===== config.mk =====
export PLATFORM = sky130hd
export DESIGN_NAME = stage_ctrl_flat
export DESIGN_NICKNAME = d
export VERILOG_FILES = /design/src/rtl/stage_pkg.sv /design/src/rtl/stage_ctrl_if.sv /design/src/rtl/sat_counter.sv /design/src/rtl/stage_ctrl.sv /design/src/flat_wrapper.sv
export SDC_FILE = /design/constraint.sdc
export NUM_CORES = 1
export LEC_CHECK = 0
export CORE_ASPECT_RATIO = 0.75
export CORE_MARGIN = 2
export CORE_UTILIZATION = 39
export CTS_CLUSTER_DIAMETER = 80
export DETAILED_ROUTE_END_ITERATION = 7
export PLACE_DENSITY = 0.91
export SETUP_SLACK_MARGIN = 0.1
export SYNTH_ARGS = -nofsm -noshare
export SYNTH_HDL_FRONTEND = slang
export SYNTH_SLANG_ARGS = --single-unit

===== constraint.sdc =====
create_clock -name stg_clk -period 2.68 [get_ports stg_clk]
set_input_delay 0.268 -clock stg_clk [delete_from_list [all_inputs] [get_ports stg_clk]]
set_output_delay 0.268 -clock stg_clk [all_outputs]
set_load 0.02 [all_outputs]

===== src/rtl/stage_pkg.sv =====
// stage_pkg: shared FSM states, branch-type codes and predictor counter update for stage_ctrl.
package stage_pkg;
  typedef enum logic [1:0] {RUN, LD_STALL, MEM_WAIT, REDIRECT} state_t;
  localparam logic [1:0] BR_NONE = 2'b00;
  localparam logic [1:0] BR_COND = 2'b01;
  localparam logic [1:0] BR_JUMP = 2'b10;
  // An entry without valid history starts weakly biased toward the observed outcome.
  function automatic logic [1:0] sat2_update(input logic valid, input logic [1:0] ctr, input logic taken);
    return !valid ? (taken ? 2'b10 : 2'b01) :
           taken  ? ((ctr == 2'b11) ? ctr : ctr + 2'd1) :
                    ((ctr == 2'b00) ? ctr : ctr - 2'd1);
  endfunction
endpackage


===== src/rtl/stage_ctrl_if.sv =====
// stage_ctrl_if: hazard inputs from the IF/ID/AD latches and the controls/counters driven back to them.
interface stage_ctrl_if #(parameter int PERF_W = 16);
  logic [4:0] rs1_id, rs2_id, rd_ad;
  logic rs1_used_id, rs2_used_id, rd_memory_ad;
  logic [1:0] flag_branch_ad, prev_counter_ad;
  logic branch_taken_ad, prev_valid_ad, prev_branch_prediction_ad;
  logic [31:0] prev_pc_ad, pc_target_ad;
  logic dmem_ready;
  logic ena_if, ena_id, ena_ad, x_id, x_ad;
  logic pc_redirect;
  logic [31:0] pc_redirect_addr;
  logic bp_update_en;
  logic [1:0] bp_counter_new;
  logic [PERF_W-1:0] stall_count, flush_count;
  modport ctrl (
    input rs1_id, rs2_id, rs1_used_id, rs2_used_id, rd_ad, rd_memory_ad, flag_branch_ad,
          branch_taken_ad, prev_valid_ad, prev_branch_prediction_ad, prev_counter_ad,
          prev_pc_ad, pc_target_ad, dmem_ready,
    output ena_if, ena_id, ena_ad, x_id, x_ad, pc_redirect, pc_redirect_addr,
           bp_update_en, bp_counter_new, stall_count, flush_count
  );
  modport pipe (
    output rs1_id, rs2_id, rs1_used_id, rs2_used_id, rd_ad, rd_memory_ad, flag_branch_ad,
           branch_taken_ad, prev_valid_ad, prev_branch_prediction_ad, prev_counter_ad,
           prev_pc_ad, pc_target_ad, dmem_ready,
    input ena_if, ena_id, ena_ad, x_id, x_ad, pc_redirect, pc_redirect_addr,
          bp_update_en, bp_counter_new, stall_count, flush_count
  );
endinterface


===== src/rtl/sat_counter.sv =====
// sat_counter: event counter that sticks at all-ones instead of wrapping.
module sat_counter #(parameter int W = 16) (
  input  logic         stg_clk,
  input  logic         reset,
  input  logic         inc,
  output logic [W-1:0] count
);
  always_ff @(posedge stg_clk or negedge reset)
    if (!reset) count <= '0;
    else if (inc && !(&count)) count <= count + W'(1);
endmodule


===== src/rtl/stage_ctrl.sv =====
// stage_ctrl: sequences the IF/ID/AD latches around load-use, memory-wait and mispredict events,
// issuing PC redirects and predictor counter updates.
module stage_ctrl
  import stage_pkg::*;
#(parameter int PERF_W = 16) (
  input logic       stg_clk,
  input logic       reset,
  stage_ctrl_if.ctrl s
);
  state_t state, state_nx;
  logic cond, jump, is_br, pred, mp, lu, mw;
  logic ev_mw, ev_mp, ev_lu;
  logic ena_if, ena_id, ena_ad, x_id, x_ad, redir;
  always_comb begin
    cond  = s.flag_branch_ad == BR_COND;
    jump  = s.flag_branch_ad == BR_JUMP;
    is_br = cond | jump;
    pred  = s.prev_valid_ad & s.prev_branch_prediction_ad;
    mp    = (cond & (s.branch_taken_ad != pred)) | (jump & !pred);
    lu    = s.rd_memory_ad & (s.rd_ad != 5'd0) &
            ((s.rs1_used_id & (s.rs1_id == s.rd_ad)) | (s.rs2_used_id & (s.rs2_id == s.rd_ad)));
    mw    = s.rd_memory_ad & !s.dmem_ready;
  end
  // The cycle after a load stall only re-checks memory; the cycle after a redirect checks nothing.
  always_comb begin
    ena_if   = 1'b1;
    ena_id   = 1'b1;
    ena_ad   = 1'b1;
    x_id     = 1'b0;
    x_ad     = 1'b0;
    redir    = 1'b0;
    state_nx = RUN;
    ev_mw    = (state == MEM_WAIT) ? !s.dmem_ready : (state != REDIRECT) & mw;
    ev_mp    = ((state == RUN) | (state == MEM_WAIT)) & mp;
    ev_lu    = ((state == RUN) | (state == MEM_WAIT)) & lu;
    if (ev_mw) begin
      ena_if   = 1'b0;
      ena_id   = 1'b0;
      ena_ad   = 1'b0;
      state_nx = MEM_WAIT;
    end else if (ev_mp) begin
      x_id     = 1'b1;
      x_ad     = 1'b1;
      redir    = 1'b1;
      state_nx = REDIRECT;
    end else if (ev_lu) begin
      ena_if   = 1'b0;
      ena_id   = 1'b0;
      x_ad     = 1'b1;
      state_nx = LD_STALL;
    end else begin
      x_id = state == REDIRECT;
    end
  end
  always_ff @(posedge stg_clk or negedge reset)
    if (!reset) state <= RUN;
    else state <= state_nx;
  assign s.ena_if           = ena_if | !reset;
  assign s.ena_id           = ena_id | !reset;
  assign s.ena_ad           = ena_ad | !reset;
  assign s.x_id             = x_id & reset;
  assign s.x_ad             = x_ad & reset;
  assign s.pc_redirect      = redir & reset;
  assign s.pc_redirect_addr = s.pc_redirect ? (s.branch_taken_ad ? s.pc_target_ad : s.prev_pc_ad + 32'd4) : 32'd0;
  assign s.bp_update_en     = reset & is_br & ena_ad;
  assign s.bp_counter_new   = s.bp_update_en ?
                              sat2_update(s.prev_valid_ad, s.prev_counter_ad, s.branch_taken_ad | jump) : 2'b00;
  sat_counter #(.W(PERF_W)) u_stall (.stg_clk(stg_clk), .reset(reset), .inc(!s.ena_if), .count(s.stall_count));
  sat_counter #(.W(PERF_W)) u_flush (.stg_clk(stg_clk), .reset(reset), .inc(s.pc_redirect), .count(s.flush_count));
endmodule


===== src/flat_wrapper.sv =====
// flat-port wrapper written by rule: the top's interface ports become plain ports
module stage_ctrl_flat import stage_pkg::*;
#(parameter int PERF_W = 16)
  (stg_clk, reset, s_rs1_id, s_rs2_id, s_rs1_used_id, s_rs2_used_id, s_rd_ad, s_rd_memory_ad, s_flag_branch_ad, s_branch_taken_ad, s_prev_valid_ad, s_prev_branch_prediction_ad, s_prev_counter_ad, s_prev_pc_ad, s_pc_target_ad, s_dmem_ready, s_ena_if, s_ena_id, s_ena_ad, s_x_id, s_x_ad, s_pc_redirect, s_pc_redirect_addr, s_bp_update_en, s_bp_counter_new, s_stall_count, s_flush_count);
  stage_ctrl_if #(.PERF_W(PERF_W)) s_i ();
  input logic stg_clk;
  input logic reset;
  input wire logic [$bits(s_i.rs1_id)-1:0] s_rs1_id;
  input wire logic [$bits(s_i.rs2_id)-1:0] s_rs2_id;
  input wire logic [$bits(s_i.rs1_used_id)-1:0] s_rs1_used_id;
  input wire logic [$bits(s_i.rs2_used_id)-1:0] s_rs2_used_id;
  input wire logic [$bits(s_i.rd_ad)-1:0] s_rd_ad;
  input wire logic [$bits(s_i.rd_memory_ad)-1:0] s_rd_memory_ad;
  input wire logic [$bits(s_i.flag_branch_ad)-1:0] s_flag_branch_ad;
  input wire logic [$bits(s_i.branch_taken_ad)-1:0] s_branch_taken_ad;
  input wire logic [$bits(s_i.prev_valid_ad)-1:0] s_prev_valid_ad;
  input wire logic [$bits(s_i.prev_branch_prediction_ad)-1:0] s_prev_branch_prediction_ad;
  input wire logic [$bits(s_i.prev_counter_ad)-1:0] s_prev_counter_ad;
  input wire logic [$bits(s_i.prev_pc_ad)-1:0] s_prev_pc_ad;
  input wire logic [$bits(s_i.pc_target_ad)-1:0] s_pc_target_ad;
  input wire logic [$bits(s_i.dmem_ready)-1:0] s_dmem_ready;
  output wire logic [$bits(s_i.ena_if)-1:0] s_ena_if;
  output wire logic [$bits(s_i.ena_id)-1:0] s_ena_id;
  output wire logic [$bits(s_i.ena_ad)-1:0] s_ena_ad;
  output wire logic [$bits(s_i.x_id)-1:0] s_x_id;
  output wire logic [$bits(s_i.x_ad)-1:0] s_x_ad;
  output wire logic [$bits(s_i.pc_redirect)-1:0] s_pc_redirect;
  output wire logic [$bits(s_i.pc_redirect_addr)-1:0] s_pc_redirect_addr;
  output wire logic [$bits(s_i.bp_update_en)-1:0] s_bp_update_en;
  output wire logic [$bits(s_i.bp_counter_new)-1:0] s_bp_counter_new;
  output wire logic [$bits(s_i.stall_count)-1:0] s_stall_count;
  output wire logic [$bits(s_i.flush_count)-1:0] s_flush_count;
  assign s_i.rs1_id = s_rs1_id;
  assign s_i.rs2_id = s_rs2_id;
  assign s_i.rs1_used_id = s_rs1_used_id;
  assign s_i.rs2_used_id = s_rs2_used_id;
  assign s_i.rd_ad = s_rd_ad;
  assign s_i.rd_memory_ad = s_rd_memory_ad;
  assign s_i.flag_branch_ad = s_flag_branch_ad;
  assign s_i.branch_taken_ad = s_branch_taken_ad;
  assign s_i.prev_valid_ad = s_prev_valid_ad;
  assign s_i.prev_branch_prediction_ad = s_prev_branch_prediction_ad;
  assign s_i.prev_counter_ad = s_prev_counter_ad;
  assign s_i.prev_pc_ad = s_prev_pc_ad;
  assign s_i.pc_target_ad = s_pc_target_ad;
  assign s_i.dmem_ready = s_dmem_ready;
  assign s_ena_if = s_i.ena_if;
  assign s_ena_id = s_i.ena_id;
  assign s_ena_ad = s_i.ena_ad;
  assign s_x_id = s_i.x_id;
  assign s_x_ad = s_i.x_ad;
  assign s_pc_redirect = s_i.pc_redirect;
  assign s_pc_redirect_addr = s_i.pc_redirect_addr;
  assign s_bp_update_en = s_i.bp_update_en;
  assign s_bp_counter_new = s_i.bp_counter_new;
  assign s_stall_count = s_i.stall_count;
  assign s_flush_count = s_i.flush_count;
  stage_ctrl #(.PERF_W(PERF_W)) u_core (.stg_clk(stg_clk), .reset(reset), .s(s_i));
endmodule

==> run_results.csv <==
group,metric,value,unit
run_status,outcome,"finished clean",
cts,tritoncts,"built",
timing,fin_skew,0.00674,ns
floorplan,fp.dieArea,8190,um^2
power_and_ir_drop,p_comb_share,45.9,%
global_routing,grt_max_degree,36,
worst_setup_path,reg2reg_from,"u_core.state[1]$_DFF_PN0_",
drt,first_pass_iters,5,
floorplan,io_pins,165,
worst_setup_path,cp-startpoint,"s_prev_pc_ad[3]",
worst_setup_path,crit_arrival,2.22,ns
cts,path_clk_slew,0.07,ns
drt,dr_wl_met3,480,um
final_layout,fin_cells,675,
worst_setup_path,r2r_slack,0.35,ns
worst_setup_path,reg2regPathDepth,9,
placement,gp_congestion,0.909,
power_and_ir_drop,swShare,36.7,%
floorplan,initial_core_util,40.0,%
drt,avgViaCountPerCell,5.26,
synth,synth.net_count,462,
synth,synth.most_common_cell,"nor2_1",
synth,yosysWarnings,0,
timing,hold_viol,0,
worst_setup_path,cp.depth,9,
worst_setup_path,slowest_delay,0.50,ns
power_and_ir_drop,powerDensity,379,nW/um^2
drt,num_vias,3552,
worst_hold_path,hold_class,"in -> async",
job,max_cap_violations,0,
timing,period_minus_slack,2.49,ns
placement,dp.cells,660,
worst_setup_path,cp_common_cell,"and4_4",
floorplan,die_w,104,um
floorplan,die_h,78.9,um
global_routing,grt_usage,23.5,%
worst_setup_path,worstPathCellList,"clkdlybuf4s50_1 > ha_2 > and4_4 > and4_4 > nand4_1 > xnor2_1 > mux2i_1 > nor2_1 > buf_2",
cts,cts_made_buffers,5,
drt,ant_nets,0,
drt,drc,0,
drt,drt_wl_total,10700,um
drt,wl_met2,5270,um
synth,ys_seq_elements,34,
placement,post-dp-hpwl,8080,um
floorplan,core,7300,um^2
worst_setup_path,cpLargestDelayFamily,"simple AND/OR/NAND/NOR gates",
timing,tightest_slew,0.485,ns
final_layout,layout-area-overhead-vs-synth,77.4,%
timing,rsz0062_at_grt,"true",
synth,postSynthCellCount,365,
cts,clockBufferDepth,2,
worst_setup_path,cp_max_fo,5,
synth,synth_edf_count,0,
worst_setup_path,endpoint,"s_pc_redirect_addr[22]",
final_layout,layout-drive-gt1-share,20.8,%
synth,yosysTopAreaCellShare,29.2,%
placement,port-buffer-count,164,
global_routing,antenna_found_initial,1,
power_and_ir_drop,pwr-share-seq,36.1,%
synth,synthTopCellsByCount,"nor2_1 (44), xnor2_1 (38), nand2_1 (36), dfrtp_1 (34), nand3_1 (31)",
worst_setup_path,cp-end-kind,"output pin",
final_layout,final_nets,670,
drt,top_layer_used,"met4",
drt,drt_iter0_drc,123,
cts,ctsHoldBuffers,0,
synth,synth_cell_types,41,
synth,netlist_area,2920,um^2
worst_setup_path,worstReg2RegEnd,"u_core.u_flush.count[15]$_DFFE_PN0P_",
power_and_ir_drop,max-vdd-ir-drop,214,uV
synth,synthArstFlopShare,100,%
final_layout,fin_util,70.9,%
cts,cts-root-buf,"clkbuf_8",
global_routing,first_global_vias,3393,
cts,h-tree-depth,2,
power_and_ir_drop,clockPowerShare,18.0,%
worst_setup_path,cp_num_buf_inv,2,
global_routing,grt_pass1_wl,15800,um
power_and_ir_drop,switching_power,0.718,mW
synth,synth_top_area_cell,"dfrtp_1",
power_and_ir_drop,p_int,1.24,mW
timing,post-route-period-util,92.8,%
timing,slew_headroom,67.6,%
synth,syn_avg_cell_area,7.99,um^2
synth,seq_area_frac_synth,29.2,%
timing,slew_viol_final,0,
synth,synthTopCellsByArea,"dfrtp_1 (29%), xnor2_1 (11%), xor2_1 (8.4%)",
drt,m1WireLength,4670,um
floorplan,num_rows,27,
worst_setup_path,slowest_stage,"clkdlybuf4s50_1",
synth,synth_ff_type,"dfrtp_1",
global_routing,grt-ovfl-total,0,
worst_setup_path,crit_type,"in -> out",
cts,clock-sinks,34,
timing,setup_viol,0,
cts,clock_latency,0.28,ns
timing,max_freq,0.402,GHz
worst_setup_path,crit_required,2.41,ns
worst_setup_path,critPathLaunchType,"primary input",
power_and_ir_drop,leakage,2.40,nW
drt,wl_per_cell,15.9,um
## how the worst min path moves through the flow
stage / start / to / slack [ns] / cells after the start
finish: reset / u_core.u_stall.count[14]$_DFFE_PN0P_ / 0.14 / 2
global placement: reset / u_core.u_flush.count[2]$_DFFE_PN0P_ / 0.44 / 2
detailed placement: reset / u_core.u_flush.count[1]$_DFFE_PN0P_ / 0.45 / 2
CTS: reset / u_core.u_stall.count[13]$_DFFE_PN0P_ / 0.15 / 2
global route: reset / u_core.u_stall.count[6]$_DFFE_PN0P_ / 0.17 / 2
floorplan: reset / u_core.state[0]$_DFF_PN0_ / -0.03 / 0
## cell type report
type                       instances  area [um^2]
fill                             566         2120
multi-input combinational        305         2070
timing repair buffer             218         2020
sequential                        34          851
tap                              101          126
clock buffer                       5         68.8
inverter                           9         33.8
clock inverter                     2         10.0
antenna                            1         2.50
## state kept, by name (all words and copies together), names as in the netlist
signal / count
u_core.u_flush.count: 16
u_core.state: 2
u_core.u_stall.count: 16
## power groups by stage
stage	Sequential [mW]	Clock, mW	Combinational (mW)
global route	0.718	0.384	0.951
finish	0.707	0.353	0.899
global placement	0.706	0	0.863
floorplan	0.793	0	0.296
CTS	0.704	0.364	0.880
detailed placement	0.714	0	0.884
## routing by layer
metal | track usage (%) | up-vias
li1 | - | 1688
met1 | 30.2 | 1699
met2 | 40.8 | 144
met3 | 3.78 | 21
met4 | 7.43 | 0
met5 | 0 | -
## placed cells by master, fill, tap and decap left out, types with 2 or more instances in the layout
master           instances
and4_1                   4
clkbuf_16                3
nor3b_1                  2
clkdlybuf4s50_1        116
ha_1                     3
dfrtp_1                 34
nand4_1                 15
and4_4                   3
clkdlybuf4s15_2          5
nand3_1                 30
a21oi_1                 18
or2_2                    2
inv_1                    9
dlymetal6s2s_1          10
and2_1                   5
nor3_1                  15
o21ai_0                  2
nand2_1                 35
ha_2                     2
xnor2_1                 38
nor4_1                   3
nand2b_1                 3
buf_6                    3
and3_1                   9
nor3_2                   2
xor2_1                  28
nor2_1                  44
mux2i_1                 17
buf_12                   2
mux2_2                   2
buf_4                   47
dlygate4sd2_1            3
buf_2                   28
clkinv_2                 2
clkbuf_8                 5
nor4_4                   4
## logic make-up after synthesis
logic type,Yosys count,synth area share (%)
mux,19,6.61
compound gates,31,6.82
xor+xnor,66,19.8
fa+ha+maj,5,2.15
flops,34,29.2
simple gates,184,31.8
buf+inv,26,3.65
## through the flow
step	worst slack [ns]	TNS (ns)	area, um^2	hold WS [ns]	power (mW)
final	0.194	0	5170	0.136	1.96
after global placement	-0.357	-11.25	4980	0.443	1.57
after floorplan	0.442	0	2920	-0.0276	1.09
after global routing	0.0583	0	5170	0.174	2.05
after CTS	0.106	0	5090	0.145	1.95
after detailed placement	-0.440	-14.35	4980	0.452	1.60
## what timing repair did
action	CTS	global route
setup buffers	0	3
endpoints found under the setup margin	46	47
cloned	0	4
endpoints found under the hold margin	0	0
pin swaps	0	12
gates resized for setup	125	45
Power figures use the tool's default switching activity.
==> edit, RTL diff (same settings) <==
`PERF_W` is set to 16 in 3 places; all go to 32.
--- a/src/rtl/stage_ctrl_if.sv
+++ b/src/rtl/stage_ctrl_if.sv
@@ -1,3 +1,3 @@
 // stage_ctrl_if: hazard inputs from the IF/ID/AD latches and the controls/counters driven back to them.
-interface stage_ctrl_if #(parameter int PERF_W = 16);
+interface stage_ctrl_if #(parameter int PERF_W = 32);
   logic [4:0] rs1_id, rs2_id, rd_ad;
--- a/src/rtl/stage_ctrl.sv
+++ b/src/rtl/stage_ctrl.sv
@@ -4,3 +4,3 @@
   import stage_pkg::*;
-#(parameter int PERF_W = 16) (
+#(parameter int PERF_W = 32) (
   input logic       stg_clk,
--- a/src/flat_wrapper.sv
+++ b/src/flat_wrapper.sv
@@ -2,3 +2,3 @@
 module stage_ctrl_flat import stage_pkg::*;
-#(parameter int PERF_W = 16)
+#(parameter int PERF_W = 32)
   (stg_clk, reset, s_rs1_id, s_rs2_id, s_rs1_used_id, s_rs2_used_id, s_rd_ad, s_rd_memory_ad, s_flag_branch_ad, s_branch_taken_ad, s_prev_valid_ad, s_prev_branch_prediction_ad, s_prev_counter_ad, s_prev_pc_ad, s_pc_target_ad, s_dmem_ready, s_ena_if, s_ena_id, s_ena_ad, s_x_id, s_x_ad, s_pc_redirect, s_pc_redirect_addr, s_bp_update_en, s_bp_counter_new, s_stall_count, s_flush_count);
Interface: changed (resized s_flush_count and s_stall_count); port bits go from 165 to 197. The function was not compared with the original's and may differ.
==> edit against the unedited design <==
- power is 70% higher
- area after synthesis rose by 52%
- critical path depth up 1
- worst hold slack better by 0.26 ns
- critical path type unchanged
- routed wire length grew 30%
- clock power grew to 3.9 times the old value
- first-iteration DRC count is 100% higher
- design area up 39%
- count of clock-buffer cells in the layout rose by 7
- sequential cell count is 32 higher
- worst setup slack got worse by 0.019 ns
==> edit: results (changes against the unedited design) <==
| Metric | Value |
|---|---|
| Share of layout cells above drive strength 1 | 0.141 (-0.0667) |
| Area contributors post-synth | dfrtp_1 (37%), xnor2_1 (13%), xor2_1 (6.1%), nor2_1 (4.4%), nand4_1 (4.4%) |
| Starting Density | 0.403 (+0.00321) |
| Seq area share | 0.230 (+0.0659) |
| Final Wtd Congestion | 0.871 (-4.1%) |
| Drt wl/cell | 15.7 um (-1.3%) |
| Initial antenna violation count | 0 (-1) |
| R2r endpoint | u_core.u_flush.count[11] |
| Layout Nets | 844 (+26%) |
| Cell Area, Placed | 6860 um2 (+38%) |
| Inverters excl. clock | 23 (+14) |
| Clock-cell share | 0.0494 (+0.0341) |
| Mapped Cells | 504 (+38%) |
| Top post-synthesis cells by count | xnor2_1 (67), dfrtp_1 (66), nor2_1 (52), nand2_1 (42) |
| Grt met3 use | 0.0518 (+0.0140) |
| Mux cell area share after synthesis | 0.0321 (-0.0340) |
| Post-DP HPWL | 10800 um (+33%) |
| Root Driver | clkbuf_16 |
| Compound-Gate Fraction of Synth Area | 0.0721 (+0.00390) |
| First DRT Iteration DRCs | 249 (+100%) |
| Via Count | 4724 (+33%) |
| Dpl ws | -0.321 ns (+0.118 ns) |
| Multi-input gate share of the layout cell area | 0.367 (-0.0325) |
| M1 wire length | 6080 um (+30%) |
| GRT met1 Usage | 0.293 (-0.00894) |
| TritonCTS Buffers | 9 (+4) |
| Placed cell count | 872 (+32%) |
| Status | complete, no violations |
| Clk_buf instances | 12 (+7) |
[edit: power breakdown]
part	switching, uW	internal, uW
Combinational	381	422
Clock	420	959
Sequential	87.5	1060
[edit: worst max path at each step]
| stage | cells past startpoint | from | slack (ns) | endpoint |
|---|---|---|---|---|
| floorplan | 4 | s_rd_ad[0] | 0.47 | s_ena_if |
| global placement | 10 | s_prev_pc_ad[2] | -0.25 | s_pc_redirect_addr[24] |
| detailed placement | 10 | s_prev_pc_ad[3] | -0.32 | s_pc_redirect_addr[30] |
| CTS | 11 | s_flag_branch_ad[1] | 0.02 | u_core.u_flush.count[11] |
| global route | 11 | s_prev_pc_ad[3] | 0.08 | s_pc_redirect_addr[14] |
| finish | 10 | s_flag_branch_ad[0] | 0.18 | s_pc_redirect_addr[5] |
[edit: what timing repair did]
action | in CTS | in global routing
buffers inserted | 1 | 1
resized for setup | 96 | 17
endpoints found under the setup margin | 37 | 40
cloned | 1 | 0
hold buffers | 1 | 0
hold endpoints to repair | 1 | 0
pin swaps | 2 | 1
